<file path="config.mk">
export PLATFORM = sky130hd
export DESIGN_NAME = operand_fetch_stage
export DESIGN_NICKNAME = d
export VERILOG_FILES = /design/src/rtl/operand_fetch_stage.sv
export SDC_FILE = /design/constraint.sdc
export NUM_CORES = 1
export LEC_CHECK = 0
export ABC_CLOCK_PERIOD_IN_PS = 4600
export CAP_MARGIN = 20
export CORE_MARGIN = 2
export CORE_UTILIZATION = 31
export DETAILED_ROUTE_END_ITERATION = 7
export PLACE_DENSITY_LB_ADDON = 0.08
export SLEW_MARGIN = 20
export SYNTH_ARGS = -nofsm -noshare
export SYNTH_HDL_FRONTEND = slang
export SYNTH_SLANG_ARGS = --single-unit
</file>
<file path="constraint.sdc">
create_clock -name clk -period 4.6 [get_ports clk]
set_input_delay 1.38 -clock clk [delete_from_list [all_inputs] [get_ports clk]]
set_output_delay 1.38 -clock clk [all_outputs]
set_load 0.02 [all_outputs]
</file>
<file path="src/rtl/operand_fetch_stage.sv">
// operand_fetch_stage: decode / operand-fetch stage between IF/ID and execute.
// Drives register-file read addresses and captures operands into the ID/EX
// register. A 32-entry scoreboard tracks in-flight destinations and stalls
// issue on RAW/WAW hazards.
// Optional feature macro: OPF_WB_BYPASS_EN. When defined, same-cycle writeback
// data is forwarded into the operands and resolves the hazard that cycle.
module operand_fetch_stage #(
    parameter int XLEN        = 32,
    parameter int STALL_CNT_W = 16
) (
    input  logic                   clk,
    input  logic                   rst,
    input  logic                   id_valid,
    output logic                   id_ready,
    input  logic [31:0]            id_instr,
    input  logic [XLEN-1:0]        id_pc,
    output logic [4:0]             rf_rs1_addr,
    output logic [4:0]             rf_rs2_addr,
    input  logic [XLEN-1:0]        rf_rs1_dout,
    input  logic [XLEN-1:0]        rf_rs2_dout,
    input  logic                   wb_we,
    input  logic [4:0]             wb_rd,
    input  logic [XLEN-1:0]        wb_data,
    input  logic                   flush,
    output logic                   ex_valid,
    input  logic                   ex_ready,
    output logic [31:0]            ex_instr,
    output logic [XLEN-1:0]        ex_pc,
    output logic [XLEN-1:0]        ex_rs1,
    output logic [XLEN-1:0]        ex_rs2,
    output logic [STALL_CNT_W-1:0] stall_cycles
);

    localparam logic [6:0] OPC_LUI    = 7'b0110111;
    localparam logic [6:0] OPC_AUIPC  = 7'b0010111;
    localparam logic [6:0] OPC_JAL    = 7'b1101111;
    localparam logic [6:0] OPC_OP     = 7'b0110011;
    localparam logic [6:0] OPC_STORE  = 7'b0100011;
    localparam logic [6:0] OPC_BRANCH = 7'b1100011;

    logic                   ex_valid_q, ex_valid_d;
    logic [31:0]            ex_instr_q;
    logic [XLEN-1:0]        ex_pc_q, ex_rs1_q, ex_rs2_q;
    logic [31:0]            busy_q, busy_d;
    logic [STALL_CNT_W-1:0] stall_q, stall_d;

    // Decode of the incoming instruction
    logic [6:0] opc;
    logic [4:0] rs1, rs2, rd;
    logic       rs1_used, rs2_used, rd_we;

    assign opc      = id_instr[6:0];
    assign rd       = id_instr[11:7];
    assign rs1      = id_instr[19:15];
    assign rs2      = id_instr[24:20];
    assign rs1_used = !(opc == OPC_LUI || opc == OPC_AUIPC || opc == OPC_JAL);
    assign rs2_used = (opc == OPC_OP || opc == OPC_STORE || opc == OPC_BRANCH);
    assign rd_we    = !(opc == OPC_STORE || opc == OPC_BRANCH) && (rd != 5'd0);

    // Decode of the instruction held in ID/EX, needed to release it on flush
    logic [6:0] ex_opc;
    logic [4:0] ex_rd;
    logic       ex_rd_we;

    assign ex_opc   = ex_instr_q[6:0];
    assign ex_rd    = ex_instr_q[11:7];
    assign ex_rd_we = !(ex_opc == OPC_STORE || ex_opc == OPC_BRANCH) && (ex_rd != 5'd0);

    // Same-cycle writeback forwarding; tied off when the feature is compiled out
    logic byp1, byp2, bypd;
`ifdef OPF_WB_BYPASS_EN
    assign byp1 = wb_we && (wb_rd == rs1) && (rs1 != 5'd0);
    assign byp2 = wb_we && (wb_rd == rs2) && (rs2 != 5'd0);
    assign bypd = wb_we && (wb_rd == rd);
`else
    assign byp1 = 1'b0;
    assign byp2 = 1'b0;
    assign bypd = 1'b0;
`endif

    logic [XLEN-1:0] op1, op2;
    assign op1 = byp1 ? wb_data : rf_rs1_dout;
    assign op2 = byp2 ? wb_data : rf_rs2_dout;

    logic hazard, space, issue, kill_held;
    assign hazard = (rs1_used && busy_q[rs1] && !byp1) ||
                    (rs2_used && busy_q[rs2] && !byp2) ||
                    (rd_we    && busy_q[rd]  && !bypd);
    assign space     = !ex_valid_q || ex_ready;
    assign id_ready  = space && !hazard && !flush;
    assign issue     = id_valid && id_ready;
    // Flushed instruction that execute never took must give its rd back
    assign kill_held = flush && ex_valid_q && !ex_ready && ex_rd_we;

    // Next-state for valid bit, scoreboard and stall counter
    always_comb begin
        ex_valid_d = ex_valid_q;
        if (issue)
            ex_valid_d = 1'b1;
        else if (space || flush)
            ex_valid_d = 1'b0;

        busy_d = busy_q;
        for (int r = 1; r < 32; r++) begin
            if (issue && rd_we && (rd == 5'(r)))
                busy_d[r] = 1'b1;
            else if (wb_we && (wb_rd == 5'(r)))
                busy_d[r] = 1'b0;
            if (kill_held && (ex_rd == 5'(r)))
                busy_d[r] = 1'b0;
        end
        busy_d[0] = 1'b0;

        stall_d = stall_q;
        if (id_valid && hazard && !flush && !(&stall_q))
            stall_d = stall_q + 1'b1;
    end

    // ID/EX register, scoreboard and stall counter state
    always_ff @(posedge clk or negedge rst) begin
        if (!rst) begin
            ex_valid_q <= 1'b0;
            ex_instr_q <= '0;
            ex_pc_q    <= '0;
            ex_rs1_q   <= '0;
            ex_rs2_q   <= '0;
            busy_q     <= '0;
            stall_q    <= '0;
        end else begin
            ex_valid_q <= ex_valid_d;
            busy_q     <= busy_d;
            stall_q    <= stall_d;
            if (issue) begin
                ex_instr_q <= id_instr;
                ex_pc_q    <= id_pc;
                ex_rs1_q   <= op1;
                ex_rs2_q   <= op2;
            end
        end
    end

    assign rf_rs1_addr  = rs1;
    assign rf_rs2_addr  = rs2;
    assign ex_valid     = ex_valid_q;
    assign ex_instr     = ex_instr_q;
    assign ex_pc        = ex_pc_q;
    assign ex_rs1       = ex_rs1_q;
    assign ex_rs2       = ex_rs2_q;
    assign stall_cycles = stall_q;

endmodule

</file>
==> results of run 1 <==
-- timing repair --
| action | 4_1_cts | 5_1_grt |
|---|---|---|
| setup endpoints to repair | 76 | 1 |
| resized for setup | 57 | 5 |
| buffers inserted | 2 | 0 |
| pin swaps | 9 | 0 |
| hold buffers | 0 | 0 |
| cloned | 1 | 0 |
-- path summary, 6_finish.rpt --
path	start	to	slack [ns]	depth (start not counted)
setup reg to reg	busy_q[28]$_DFFE_PN0P_	ex_instr[28]$_DFFE_PN0P_	1.14	11
min in group asynchronous	rst	stall_cycles[8]$_DFFE_PN0P_	0.98	1
hold reg to reg	ex_instr[20]$_DFFE_PN0P_	ex_instr[20]$_DFFE_PN0P_	0.49	1
max in group asynchronous	rst	ex_pc[17]$_DFFE_PN0P_	2.80	2
setup / recovery	id_instr[9]	id_ready	-0.05	9
hold / removal	ex_instr[20]$_DFFE_PN0P_	ex_instr[20]$_DFFE_PN0P_	0.49	1
-- power by group --
part	leakage, nW	switching (W)	total (W)	internal [W]
Sequential	2.16	0.000208	0.00207	0.00186
Clock	0.300	0.000730	0.00152	0.000792
Combinational	2.74	0.000840	0.00175	0.000907
-- metrics by stage --
stage	instance area [sq um]	util, %	total power (W)	std cells
3_5_place_dp	12000	44.8	0.00386	1314
2_1_floorplan	8480	-	0.00287	663
3_3_place_gp	12000	44.8	0.00384	1314
4_1_cts	12700	47.5	0.00541	1349
6_report	12700	47.6	0.00534	1349
5_1_grt	12700	47.6	0.00560	1349
-- logic make-up (layout without fill, tap and decap cells) --
logic type | after synthesis | after routing | synth area share (%)
mux | 164 | 164 | 24.3
xor+xnor | 13 | 13 | 1.35
flops | 176 | 176 | 52.2
fa+ha+maj | 1 | 1 | 0.148
simple gates | 151 | 151 | 10.1
compound gates | 109 | 109 | 7.36
buf+inv | 49 | 394 | 4.54
-- synth_stat cells (all sizes together), types with 4 or more instances --
library cell	count
nand3b	9
nor4	6
mux2	134
o22ai	5
mux2i	11
nand4b	8
nand2	14
nor2b	4
dfrtp	176
nor3b	8
nand2b	8
nand4	7
nand3	24
a21oi	30
buf	32
or3	4
o21a	6
o21ai	52
and3	5
inv	7
mux4	19
xor2	12
clkbuf	10
nor2	32
nor3	12
-- layer usage --
| metal | vias up | track usage, % | share of wire, % |
|---|---|---|---|
| met5 | - | 0 | 0 |
| met4 | 0 | 4.69 | 0.88 |
| met3 | 21 | 4.68 | 7.2 |
| met2 | 302 | 34.6 | 49 |
| met1 | 3431 | 26.1 | 43 |
| li1 | 3119 | - | - |
-- final cells by class --
| cell class | instances | area, sq um | area share [%] |
|---|---|---|---|
| clock buffer | 18 | 429 | 3.37 |
| clock inverter | 14 | 186 | 1.46 |
| inverter | 7 | 26.3 | 0.206 |
| multi-input combinational | 438 | 3730 | 29.3 |
| sequential | 176 | 4400 | 34.5 |
| tap | 341 | 427 | 3.35 |
| timing repair buffer | 355 | 3540 | 27.8 |
-- flip-flops by register name (all words and copies together) (netlist names) --
name	cells
busy_q	31
ex_instr	32
ex_pc	32
ex_rs1	32
ex_rs2	32
ex_valid	1
stall_cycles	16
==> run metrics, run 1 <==
status complete, but fails checks; violations in the final reports negative setup slack; Crit path required time 3.22 ns; Filler Cell Count 2507; most frequent cell on the critical path buf_6; crit path max fanout 7; maximum number of pins on one net before global-route repair 80; post-synthesis instance area 8430 sq um; via count normalized by instance count 5.09; most frequent standard cell in the layout excluding fill and tap cells clkdlybuf4s50_1; DR WL/cell ~21 um; number of distinct library cells after synthesis 50; ratio of cells with drive above 1 in the final layout 16.0%; Power Density 419 nW/um^2; worst ir drop on vdd between 0.2 and 0.3 mV; die width 169 um; global-route total usage across every layer 20.2%; unrepaired setup endpoints after global routing yes; antenna violations before repair 0; chip height 169 um; Synth warnings 0; clk sinks 176; clock tree from TritonCTS yes; list of cells traversed by the critical path clkdlybuf4s50_1 > buf_6 > buf_4 > mux2i_1 > and3_1 > a31o_2 > o311a_4 > nor3b_4 > buf_6; count of buffering cells on the critical path with inverters included 4; cell with the largest stage delay on the worst path clkdlybuf4s50_1; total number of placement rows 60; number of diodes added for antenna fixing 0; I/O Buffers 294; maxcap violations 0; total number of H-tree levels 4; synth top area cells dfrtp_1 52%, mux2_1 15%, mux4_2 5.1%, mux2_2 3.3%, o21ai_0 3.1%; post-synthesis sequential element count 176; crit path launch type primary input; final worst path period share 101%; Clock Latency Late Sink 0.44 ns; dpl ws -1.08 ns; Post-synth EDFFs 0; area share of the leading cell type in the synthesized netlist 52.2%; Num CTS Buffers 17; I/O Pins 327; CORE AREA 26800 sq um; area leader, netlist dfrtp_1; share of flip-flops with an asynchronous set or reset after synthesis 100%; final weighted congestion in routability-driven placement around 0.86; leading cell types in the layout, fill and taps excluded 281 x clkdlybuf4s50_1, 176 x dfrtp_1, 109 x mux2_1; total count of max-transition violations in the final report 0; Worst-Margin Slew 1.08 ns; Starting Density between 30% and 40%; mean post-synth cell area 12.7 sq um; most common flop cell mapped by yosys dfrtp_1; syn_nets about 840; Setup Crit Path Kind in2out; Fmax between 0.2 and 0.25 GHz; Clock Path Buffers 2; min setup slack post-route -0.0458 ns; cell at the root of the clock tree clkbuf_16; number of detailed-route iterations in the first pass 8; worst min-delay path category reg2reg; Clock Skew 0.0175 ns; clock-pin slew reported for the worst setup and hold paths after clock tree synthesis 0.07 ns; via count of the first global-routing pass 6994; min Tclk post-route 4.65 ns; first-pass GRT wire length 43.6 mm; Layout Area Growth over Synthesis 51.2%; P_leak 5.19 nW; Setup violations, final 1; post-synthesis instance total 663; kind of cell adding the most delay to the critical path buffers and inverters; antenna violation net count after detailed routing 0; largest stage delay on the critical path 0.47 ns; Data arrival, critical path 3.27 ns; final net count 1167; setup TNS -0.0458 ns; estimated wirelength of the detail-placed design 21.7 mm; DR vias 6873; hold violation count in the final report 0; DRC violations left 0; DRT Wirelength roughly 28 mm; grt total ovfl 0; Final Hold Slack 0.485 ns; drt first-iter violations ~480; normalized max-slew margin 27.3%; die footprint 28500 sq um; CP endpoint kind output pin; post-synthesis sequential area ratio between 50% and 60%
Power figures use the tool's default switching activity.
==> inputs of run 2 (changes only) <==
--- a/config.mk
+++ b/config.mk
@@ -11,6 +11,7 @@
 export CORE_UTILIZATION = 31
 export DETAILED_ROUTE_END_ITERATION = 7
 export PLACE_DENSITY_LB_ADDON = 0.08
+export SETUP_SLACK_MARGIN = 0.15
 export SLEW_MARGIN = 20
 export SYNTH_ARGS = -nofsm -noshare
 export SYNTH_HDL_FRONTEND = slang
==> results of run 2 <==
No change in the layout: final DEF, timing and power equal those of run 1.
